$ cat src/rtl/shifter8_seq.sv
// Sequential shifter: one bit position per clock. It drives the result register's d input.
// q only changes when the FSM enters DONE (or on reset), so downstream may sample it any cycle.
module shifter8_seq #(
  parameter int WIDTH = 8,
  parameter int AMT_W = 3
) (
  input  logic             clk,
  input  logic             reset,
  input  logic             start,
  input  logic [2:0]       op,
  input  logic [AMT_W-1:0] amt,
  input  logic [WIDTH-1:0] d,
  output logic             busy,
  output logic             done,
  output logic [WIDTH-1:0] q
);

  typedef enum logic [1:0] {IDLE, SHIFT, DONE} state_t;

  localparam logic [2:0] OP_LSL = 3'd0;
  localparam logic [2:0] OP_LSR = 3'd1;
  localparam logic [2:0] OP_ASR = 3'd2;
  localparam logic [2:0] OP_ROL = 3'd3;
  localparam logic [2:0] OP_ROR = 3'd4;

  state_t           r_state;
  logic [WIDTH-1:0] r_sh;
  logic [WIDTH-1:0] r_q;
  logic [2:0]       r_op;
  logic [AMT_W-1:0] r_cnt;
  logic             r_busy;
  logic             r_done;
  logic [WIDTH-1:0] w_next;
  logic             w_is_shift;

  // One-position step of the shift register for the latched operation.
  always_comb begin
    w_next = r_sh;
    case (r_op)
      OP_LSL:  w_next = {r_sh[WIDTH-2:0], 1'b0};
      OP_LSR:  w_next = {1'b0, r_sh[WIDTH-1:1]};
      OP_ASR:  w_next = {r_sh[WIDTH-1], r_sh[WIDTH-1:1]};
      OP_ROL:  w_next = {r_sh[WIDTH-2:0], r_sh[WIDTH-1]};
      OP_ROR:  w_next = {r_sh[0], r_sh[WIDTH-1:1]};
      default: w_next = r_sh;
    endcase
  end

  assign w_is_shift = (op <= OP_ROR);

  always_ff @(posedge clk) begin
    if (reset) begin
      r_state <= IDLE;
      r_sh    <= '0;
      r_q     <= '0;
      r_op    <= '0;
      r_cnt   <= '0;
      r_busy  <= 1'b0;
      r_done  <= 1'b0;
    end else begin
      case (r_state)
        IDLE: begin
          r_done <= 1'b0;
          if (start) begin
            r_sh   <= d;
            r_op   <= op;
            r_cnt  <= amt;
            r_busy <= 1'b1;
            if (w_is_shift && amt != '0) begin
              r_state <= SHIFT;
            end else begin
              // Zero amount or pass-through completes without shifting.
              r_q     <= d;
              r_done  <= 1'b1;
              r_state <= DONE;
            end
          end
        end
        SHIFT: begin
          r_sh  <= w_next;
          r_cnt <= r_cnt - AMT_W'(1);
          if (r_cnt == AMT_W'(1)) begin
            r_q     <= w_next;
            r_done  <= 1'b1;
            r_state <= DONE;
          end
        end
        DONE: begin
          r_done  <= 1'b0;
          r_busy  <= 1'b0;
          r_state <= IDLE;
        end
        default: begin
          r_done  <= 1'b0;
          r_busy  <= 1'b0;
          r_state <= IDLE;
        end
      endcase
    end
  end

  assign busy = r_busy;
  assign done = r_done;
  assign q    = r_q;

endmodule

$ cat config.mk
export PLATFORM = sky130hd
export DESIGN_NAME = shifter8_seq
export DESIGN_NICKNAME = d
export VERILOG_FILES = /design/src/rtl/shifter8_seq.sv
export SDC_FILE = /design/constraint.sdc
export NUM_CORES = 1
export LEC_CHECK = 0
export CAP_MARGIN = 20
export CORE_UTILIZATION = 56
export CTS_CLUSTER_SIZE = 14
export DETAILED_ROUTE_END_ITERATION = 7
export PLACE_DENSITY = 0.84
export SETUP_SLACK_MARGIN = 0.15
export SYNTH_ARGS = -nofsm -noshare
export SYNTH_HDL_FRONTEND = slang
export SYNTH_SLANG_ARGS = --single-unit
$ cat constraint.sdc
create_clock -name clk -period 4.15 [get_ports clk]
set_clock_uncertainty 0.05 [all_clocks]
set_input_delay 0.415 -clock clk [delete_from_list [all_inputs] [get_ports clk]]
set_output_delay 0.415 -clock clk [all_outputs]
set_load 0.05 [all_outputs]
* After elaboration in Yosys (flattened, before gate mapping)
Index checks and enable logic that the tools add are counted.
W data, S select, Z words.
** Storage, ports and cells
- Input bits :: 17
- Word-level logic and storage cells :: 48
- Register bits :: 26
** Cells by class
- Add/subtract/negate cells :: 1
- Equal/unequal tests :: 9
- Bitwise operators :: 1
- $lt $le $gt $ge :: 1
- Muxes and demuxes :: 19
- Reductions and logical operators :: 10
** Operators with widths (count)
- $pmux W8 S5 :: 1
- $mux W8 :: 4
- $pmux W8 S2 :: 2
- $reduce_and A2 Y1 :: 4
- $eq A3 B1 Y1 const B :: 2
- $eq A3 B2 Y1 const B :: 2
- $mux W2 :: 3
- $ne A2 B2 Y1 const B :: 3
- $pmux W3 S2 :: 1
- $mux W1 :: 4
- $pmux W1 S2 :: 2
- $pmux W2 S2 :: 1
- $reduce_and A4 Y1 :: 1
- $eq A3 B3 Y1 const B :: 1
- $le A3 B3 Y1 const B :: 1
- $logic_not A3 Y1 :: 1
- $mux W3 :: 1
- $reduce_bool A3 Y1 :: 1
- $sub A3 B1 Y3 const B :: 1
- $eq A2 B1 Y1 const B :: 1
- $logic_not A2 Y1 :: 1
- $reduce_bool A2 Y1 :: 1
- $logic_and A1 B1 Y1 :: 1
- $not A1 Y1 :: 1

* Longest topological paths before layout
Gate-level depths: netlist (run 1).
- Depth in word-level cells :: 5
- Gate-level depth with buffers :: 6
- Gate-level depth less buffers :: 6

* Least setup slack after synthesis (run 1)
Ideal clock, no wire load.
- Path type :: input port to flip-flop
- Start point :: in amt[0]
- End point :: reg r_q[2], in the netlist q[2]
- Data arrival time :: 1.537 ns
- Required time :: 4.039 ns
- Path slack :: 2.501 ns
- Buffers on the path :: 0
- Stages on the path :: 4
- Path through :: or3_4 -> a21bo_1 -> a211oi_4 -> a32o_2
** On the way
- Longest elaborated chain between the ends :: 4
** RTL lines
- start, declared :: line 11 : input logic [AMT_W-1:0] amt,
- $reduce_bool A3 Y1 :: line 69 : if (w_is_shift && amt != '0) begin
- $logic_and A1 B1 Y1 :: line 69
- $ne A2 B2 Y1 (no line)
- $reduce_and A4 Y1 (no line)
- end signal, assigned :: line 83 : r_q <= w_next;
- end, declared :: line 28 : logic [WIDTH-1:0] r_q;
No other way between the ends.
A chain may end at the register's enable or synchronous reset.

==> impl_metrics.env, run 1 <==
export IMPL_arrival_ns=2.29
export IMPL_dr_pass1_iters=4
export IMPL_clockBufferDepth=2
export IMPL_nFillCells=196
export IMPL_initial_core_util=0.6006
export IMPL_hold_viol_final=0
export IMPL_rsz0062_at_grt="no"
export IMPL_synth_top_cell_by_area="dfxtp_1"
export IMPL_use_met1=0.3454
export IMPL_grt_total_usage=0.2709
export IMPL_synth_cells=168
export IMPL_fmax_ghz=0.4848
export IMPL_wl_per_cell_um=16.41
export IMPL_final_area_mm2=0.001785
export IMPL_dp_slack_ns=1.793
export IMPL_io_pins=27
export IMPL_vias=1386
export IMPL_core_area_mm2=0.002500
export IMPL_clkTransAtPathRegs_ns=0.13
export IMPL_antenna_cells=0
export IMPL_numCtsBuffers=3
export IMPL_ys_warn_count=0
export IMPL_vias_per_cell=6.387
export IMPL_grt_pass1_vias=1216
export IMPL_drt_iter0_drc=52
export IMPL_grt_util_met2=0.4280
export IMPL_critPathKind="in2reg"
export IMPL_setup_viol=0
export IMPL_synth_cell_types=43
export IMPL_syn_area_mm2=0.001501
export IMPL_hpwl_mm=2.452
export IMPL_nets=207
export IMPL_syn_to_final_growth_pct=18.92
export IMPL_die_area_mm2=0.002892
export IMPL_die_w_um=53.78
export IMPL_wirelength_mm=3.560
export IMPL_worstPathMaxFanout=19
export IMPL_holdBufCountCts=0
export IMPL_die_h_um=53.78
export IMPL_power_density_mw_per_mm2=345.0
export IMPL_clock_sinks=26
export IMPL_placed_area_mm2=0.001749
export IMPL_synth_area_per_cell_um2=8.937
export IMPL_gp_congestion=0.8073
export IMPL_crit_path_start_kind="input pin"
export IMPL_synthArstFlopShare=0
export IMPL_maxSlewHeadroom=0.4571
export IMPL_grt_overflow=0
export IMPL_grtUsageMet3=0.05932
export IMPL_antenna_left=0
export IMPL_finalSetupTns_ns=0
export IMPL_status="finished, final reports clean"
export IMPL_worstSetupEndpointType="register"
export IMPL_synth_top_area_share=0.3467
export IMPL_syn_num_nets=187
export IMPL_ir_worst_vdd_mv=0.2695
export IMPL_worst_pin_slew_ns=0.8119
export IMPL_grt_pass1_wl_mm=5.526
export IMPL_post_route_drc_count=0
export IMPL_layout_drive_gt1_share=0.05882
export IMPL_yosysSeqAreaShare=0.3467
export IMPL_num_rows=18
export IMPL_antenna_found_initial=0
export IMPL_synth_edf_count=0
export IMPL_crit_required_ns=4.38
export IMPL_period_minus_slack_ns=2.063
export IMPL_grt_max_degree=20
export IMPL_tritoncts="built"
export IMPL_synth_area_leaders="dfxtp_1 (35%), mux2i_1 (8.7%), nor2_1 (4.0%)"
export IMPL_maxCapViolations=0
export IMPL_portBuffers=26
export IMPL_hold_class="reg2reg"
export IMPL_min_period_over_period=0.4970
export IMPL_postCtsSetupRepairBufs=0
export IMPL_root_buffer="clkbuf_4"
export IMPL_insertion_delay_ns=0.33
export IMPL_setup_slack_ns=2.087
export IMPL_htreeDepth=1
export IMPL_slew_violations=0
export IMPL_synth_seq_cells=26
export IMPL_post_cts_resized=0
export IMPL_leakage_nw=0.6745
export IMPL_synth_ff_type="dfxtp_1"
export IMPL_busiest_layer="met2"
export IMPL_mostFrequentLayoutCells="dfxtp_1 (26), clkdlybuf4s50_1 (26), nor2_1 (16)"
## through the flow
stage                     cells  total power [mW]  hold slack [ns]    util
after floorplan             168            0.4351           0.3819       -
after global placement      213            0.4853           0.3977  0.6997
after detailed placement    213            0.4913           0.4004  0.6997
after CTS                   217            0.6172           0.4186  0.7142
after global routing        217            0.6480           0.4606  0.7142
final                       217            0.6159           0.4145  0.7142
## critical path, cell delays in order
cell             delay (ns)
clkdlybuf4s50_1        0.82
a221oi_2               0.79
a22o_1                 0.26
## cell families after synthesis
kind of cell | count (synthesis) | synth area share
flip-flops | 26 | 0.3467
XOR/XNOR | 2 | 0.01667
adder cells (fa/ha/maj) | 2 | 0.01666
multiplexers | 13 | 0.08666
AND/OR/NAND/NOR | 57 | 0.2042
AO/OA/AOI/OAI | 54 | 0.2883
buffers and inverters | 14 | 0.04083
## state kept, by name, indices dropped and copies added, names as in the netlist
| register | flops |
|---|---|
| r_sh | 8 |
| done | 1 |
| r_cnt | 3 |
| q | 8 |
| busy | 1 |
| r_op | 3 |
| r_state | 2 |
## cell usage after synthesis (2+ instances only)
| cell | n |
|---|---|
| a211oi_1 | 5 |
| a21o_1 | 3 |
| a21oi_1 | 5 |
| a22o_1 | 4 |
| a31o_1 | 4 |
| a31oi_1 | 3 |
| a32o_1 | 3 |
| a32o_2 | 3 |
| buf_2 | 7 |
| clkbuf_1 | 4 |
| dfxtp_1 | 26 |
| ha_1 | 2 |
| inv_1 | 3 |
| mux2i_1 | 13 |
| nand2_1 | 9 |
| nand2b_1 | 8 |
| nand3_1 | 2 |
| nor2_1 | 16 |
| nor2b_1 | 6 |
| nor3_1 | 4 |
| nor3b_1 | 8 |
| o211ai_1 | 2 |
| o21a_1 | 2 |
| o21ai_0 | 3 |
| o21ai_1 | 3 |
| o221ai_1 | 3 |
## power breakdown
group,switching [mW],leakage [nW],internal [mW]
combinational,0.0999,0.440,0.0805
clock,0.0741,0.0210,0.0538
sequential,0.0345,0.214,0.273
total,0.209,0.674,0.407
## layer usage
metal | vias up | share of wire | wire, µm
met5 | - | 0 | 0
met3 | 5 | 0.074 | 265
met4 | 0 | 0.013 | 48
met2 | 62 | 0.47 | 1684
met1 | 646 | 0.44 | 1561
li1 | 673 | - | -
## worst paths after layout
path / startpoint / end / slack, ns / cells past startpoint
min: r_cnt[1]$_SDFFE_PP0P_ / r_cnt[1]$_SDFFE_PP0P_ / 0.41 / 2
max reg2reg: r_state[0]$_SDFFE_PP0P_ / q[2]$_SDFFE_PP0P_ / 2.11 / 4
max: reset / q[5]$_SDFFE_PP0P_ / 2.09 / 3
min reg2reg: r_cnt[1]$_SDFFE_PP0P_ / r_cnt[1]$_SDFFE_PP0P_ / 0.41 / 2
## cell type report
class	instances	area (µm²)	share of cell area
Multi-Input combinational cell	128	919.6	0.5151
Sequential cell	26	520.5	0.2915
Timing Repair Buffer	26	260.3	0.1458
Tap cell	30	37.54	0.02102
Clock buffer	4	36.28	0.02032
Inverter	3	11.26	0.006307
Power figures use the tool's default switching activity.
==> run 2: changes to the inputs <==
--- a/config.mk
+++ b/config.mk
@@ -6,10 +6,10 @@
 export NUM_CORES = 1
 export LEC_CHECK = 0
 export CAP_MARGIN = 20
-export CORE_UTILIZATION = 56
+export CORE_UTILIZATION = 52
 export CTS_CLUSTER_SIZE = 14
 export DETAILED_ROUTE_END_ITERATION = 7
-export PLACE_DENSITY = 0.84
+export PLACE_DENSITY = 0.79
 export SETUP_SLACK_MARGIN = 0.15
 export SYNTH_ARGS = -nofsm -noshare
 export SYNTH_HDL_FRONTEND = slang
==> constraint.sdc (replaced) <==
create_clock -name clk -period 2 [get_ports clk]
set_clock_uncertainty 0.05 [all_clocks]
set_input_delay 0.2 -clock clk [delete_from_list [all_inputs] [get_ports clk]]
set_output_delay 0.2 -clock clk [all_outputs]
set_load 0.05 [all_outputs]
==> run 2 against run 1 <==
- clock power is 120% higher
- non-clock buffer count is 14 higher
- combinational power is 130% higher
- sequential power is 100% higher
- design area is 6.2% higher
- largest power group unchanged
- critical endpoint is now q[3]
- power is 120% higher
- routed wire length is 4.5% higher
- critical path type is now reg2out
- critical path depth is 2 lower
- first-iteration DRC count is 31% lower
- sequential share of layout area is 1.6 points lower
- sequential cell count stayed put
==> impl_metrics.env, run 2 (synthesized netlist as in run 1, its figures left out) <==
export IMPL_ir_worst_vdd_mv=0.5915
export IMPL_syn_to_final_growth_pct=26.25
export IMPL_core_area_mm2=0.002734
export IMPL_num_rows=19
export IMPL_insertion_delay_ns=0.34
export IMPL_post_route_drc_count=0
export IMPL_mostFrequentLayoutCells="clkdlybuf4s50_1 (26), dfxtp_1 (25), nor2_1 (16)"
export IMPL_min_to="r_sh[7]$_SDFFE_PP0P_"
export IMPL_vias=1452
export IMPL_clkTransAtPathRegs_ns=0.15
export IMPL_setup_viol=0
export IMPL_worstSetupPathDepth=1
export IMPL_dr_pass1_iters=4
export IMPL_path_cells="clkdlybuf4s50_1"
export IMPL_grt_pass1_vias=1394
export IMPL_maxCapViolations=0
export IMPL_numPlacedInstances=228
export IMPL_cp_slowest_cell="clkdlybuf4s50_1"
export IMPL_nFillCells=227
export IMPL_min_period_over_period=0.8812
export IMPL_worstPathMaxFanout=2
export IMPL_antenna_left=0
export IMPL_antenna_cells=0
export IMPL_arrival_ns=1.51
export IMPL_layout_commonest_cell="clkdlybuf4s50_1"
export IMPL_hpwl_mm=2.661
export IMPL_leakage_nw=0.7460
export IMPL_finalSetupTns_ns=0
export IMPL_drt_iter0_drc=36
export IMPL_initial_core_util=0.5492
export IMPL_final_cells=232
export IMPL_htreeDepth=1
export IMPL_status="finished, final reports clean"
export IMPL_fmax_ghz=0.5674
export IMPL_worst_pin_slew_ns=0.5130
export IMPL_antenna_found_initial=0
export IMPL_multi_input_area_um2=922.1
export IMPL_vias_per_cell=6.259
export IMPL_rsz0062_at_grt="no"
export IMPL_postCtsSetupRepairBufs=0
export IMPL_clock_sinks=26
export IMPL_power_density_mw_per_mm2=698.6
export IMPL_worstSetupEndpointType="primary output"
export IMPL_root_buffer="clkbuf_4"
export IMPL_tritoncts="built"
export IMPL_r2r_start="r_op[0]$_SDFFE_PP0P_"
export IMPL_grt_overflow=0
export IMPL_nets=221
export IMPL_die_area_mm2=0.003106
export IMPL_hold_viol_final=0
export IMPL_rr_endpoint="q[1]$_SDFFE_PP0P_"
export IMPL_holdPathStages=3
export IMPL_worst_r2r_path_depth=4
export IMPL_clockBufferDepth=2
export IMPL_grt_max_degree=15
export IMPL_wl_per_cell_um=16.03
export IMPL_numCtsBuffers=3
export IMPL_cpPeakStageDelay_ns=0.80
export IMPL_die_h_um=55.74
export IMPL_gp_congestion=0.8955
export IMPL_critPathBufInv=1
export IMPL_period_minus_slack_ns=1.762
export IMPL_grt_pass1_wl_mm=6.458
export IMPL_cp_top_family="buffers and inverters"
export IMPL_portBuffers=26
export IMPL_crit_required_ns=1.75
export IMPL_die_w_um=55.74
export IMPL_r2r_slack_ns=0.26
export IMPL_layout_drive_gt1_share=0.1343
export IMPL_hold_class="in2reg"
export IMPL_wirelength_mm=3.720
export IMPL_crit_path_start_kind="register"
export IMPL_crit_start="q[3]$_SDFFE_PP0P_"
export IMPL_io_pins=27
export IMPL_maxSlewHeadroom=0.6573
export IMPL_holdBufCountCts=0
export IMPL_critPathKind="reg2out"
export IMPL_grt_total_usage=0.2607
export IMPL_seq_area_um2=521.8
export IMPL_min_from="d[7]"
export IMPL_slew_violations=0
==> run 2: cell count changes in the layout (fill, tap and decap cells not counted) <==
cell / delta
nor2b_1: -1
dfxtp_1: -1
dfxtp_2: +1
buf_4: +14
nor2b_2: +1
==> run 2: what timing repair did <==
item                                    4_1_cts  5_1_grt
endpoints found under the setup margin        0        5
gates resized for setup                       0        2
hold endpoints to repair                      0        0
==> run 2: tightest hold or removal path: cells and delay by family <==
family	cells	cell delay [ns]
simple gates	1	0.06
compound gates	1	0.08
buf+inv	1	0.42
==> run 2: final cells by class <==
| class | count | area share |
|---|---|---|
| well taps | 31 | 0.02046 |
| inverters | 3 | 0.005941 |
| clock buffers | 4 | 0.01914 |
| repair buffers | 40 | 0.1927 |
| flip-flops and latches | 26 | 0.2752 |
| multi-input cells | 128 | 0.4865 |
==> run 2: stage by stage <==
step / total power [mW] / cell area (µm²) / util / hold slack [ns] / worst slack [ns]
final: 1.324 / 1896 / 0.6934 / 0.3934 / 0.2377
after global routing: 1.384 / 1896 / 0.6934 / 0.4201 / 0.1636
after CTS: 1.322 / 1892 / 0.6920 / 0.3942 / 0.2242
after detailed placement: 1.051 / 1856 / 0.6787 / 0.3940 / 0.02732
after global placement: 1.041 / 1856 / 0.6787 / 0.3888 / 0.07357
after floorplan: 0.9029 / 1501 / - / 0.2972 / 0.4139
==> run 2: worst max-delay path by stage <==
stage / endpoint / slack (ns)
CTS: q[7]$_SDFFE_PP0P_ / 0.22
finish: q[3] / 0.24
detailed placement: q[1]$_SDFFE_PP0P_ / 0.03
global placement: q[1]$_SDFFE_PP0P_ / 0.07
floorplan: q[2]$_SDFFE_PP0P_ / 0.41
global route: q[1]$_SDFFE_PP0P_ / 0.16
==> run 2: power breakdown <==
group          switching, mW  internal [mW]
Sequential            0.0593          0.567
Combinational          0.226          0.195
Clock                  0.166          0.112
Total                  0.451          0.874
==> run 2: routing by layer <==
metal,routed length [µm],vias up,track usage
li1,-,698,-
met1,1743,699,0.3555
met2,1732,46,0.4148
met3,179,9,0.03721
met4,64,0,0.1071
met5,0,-,0
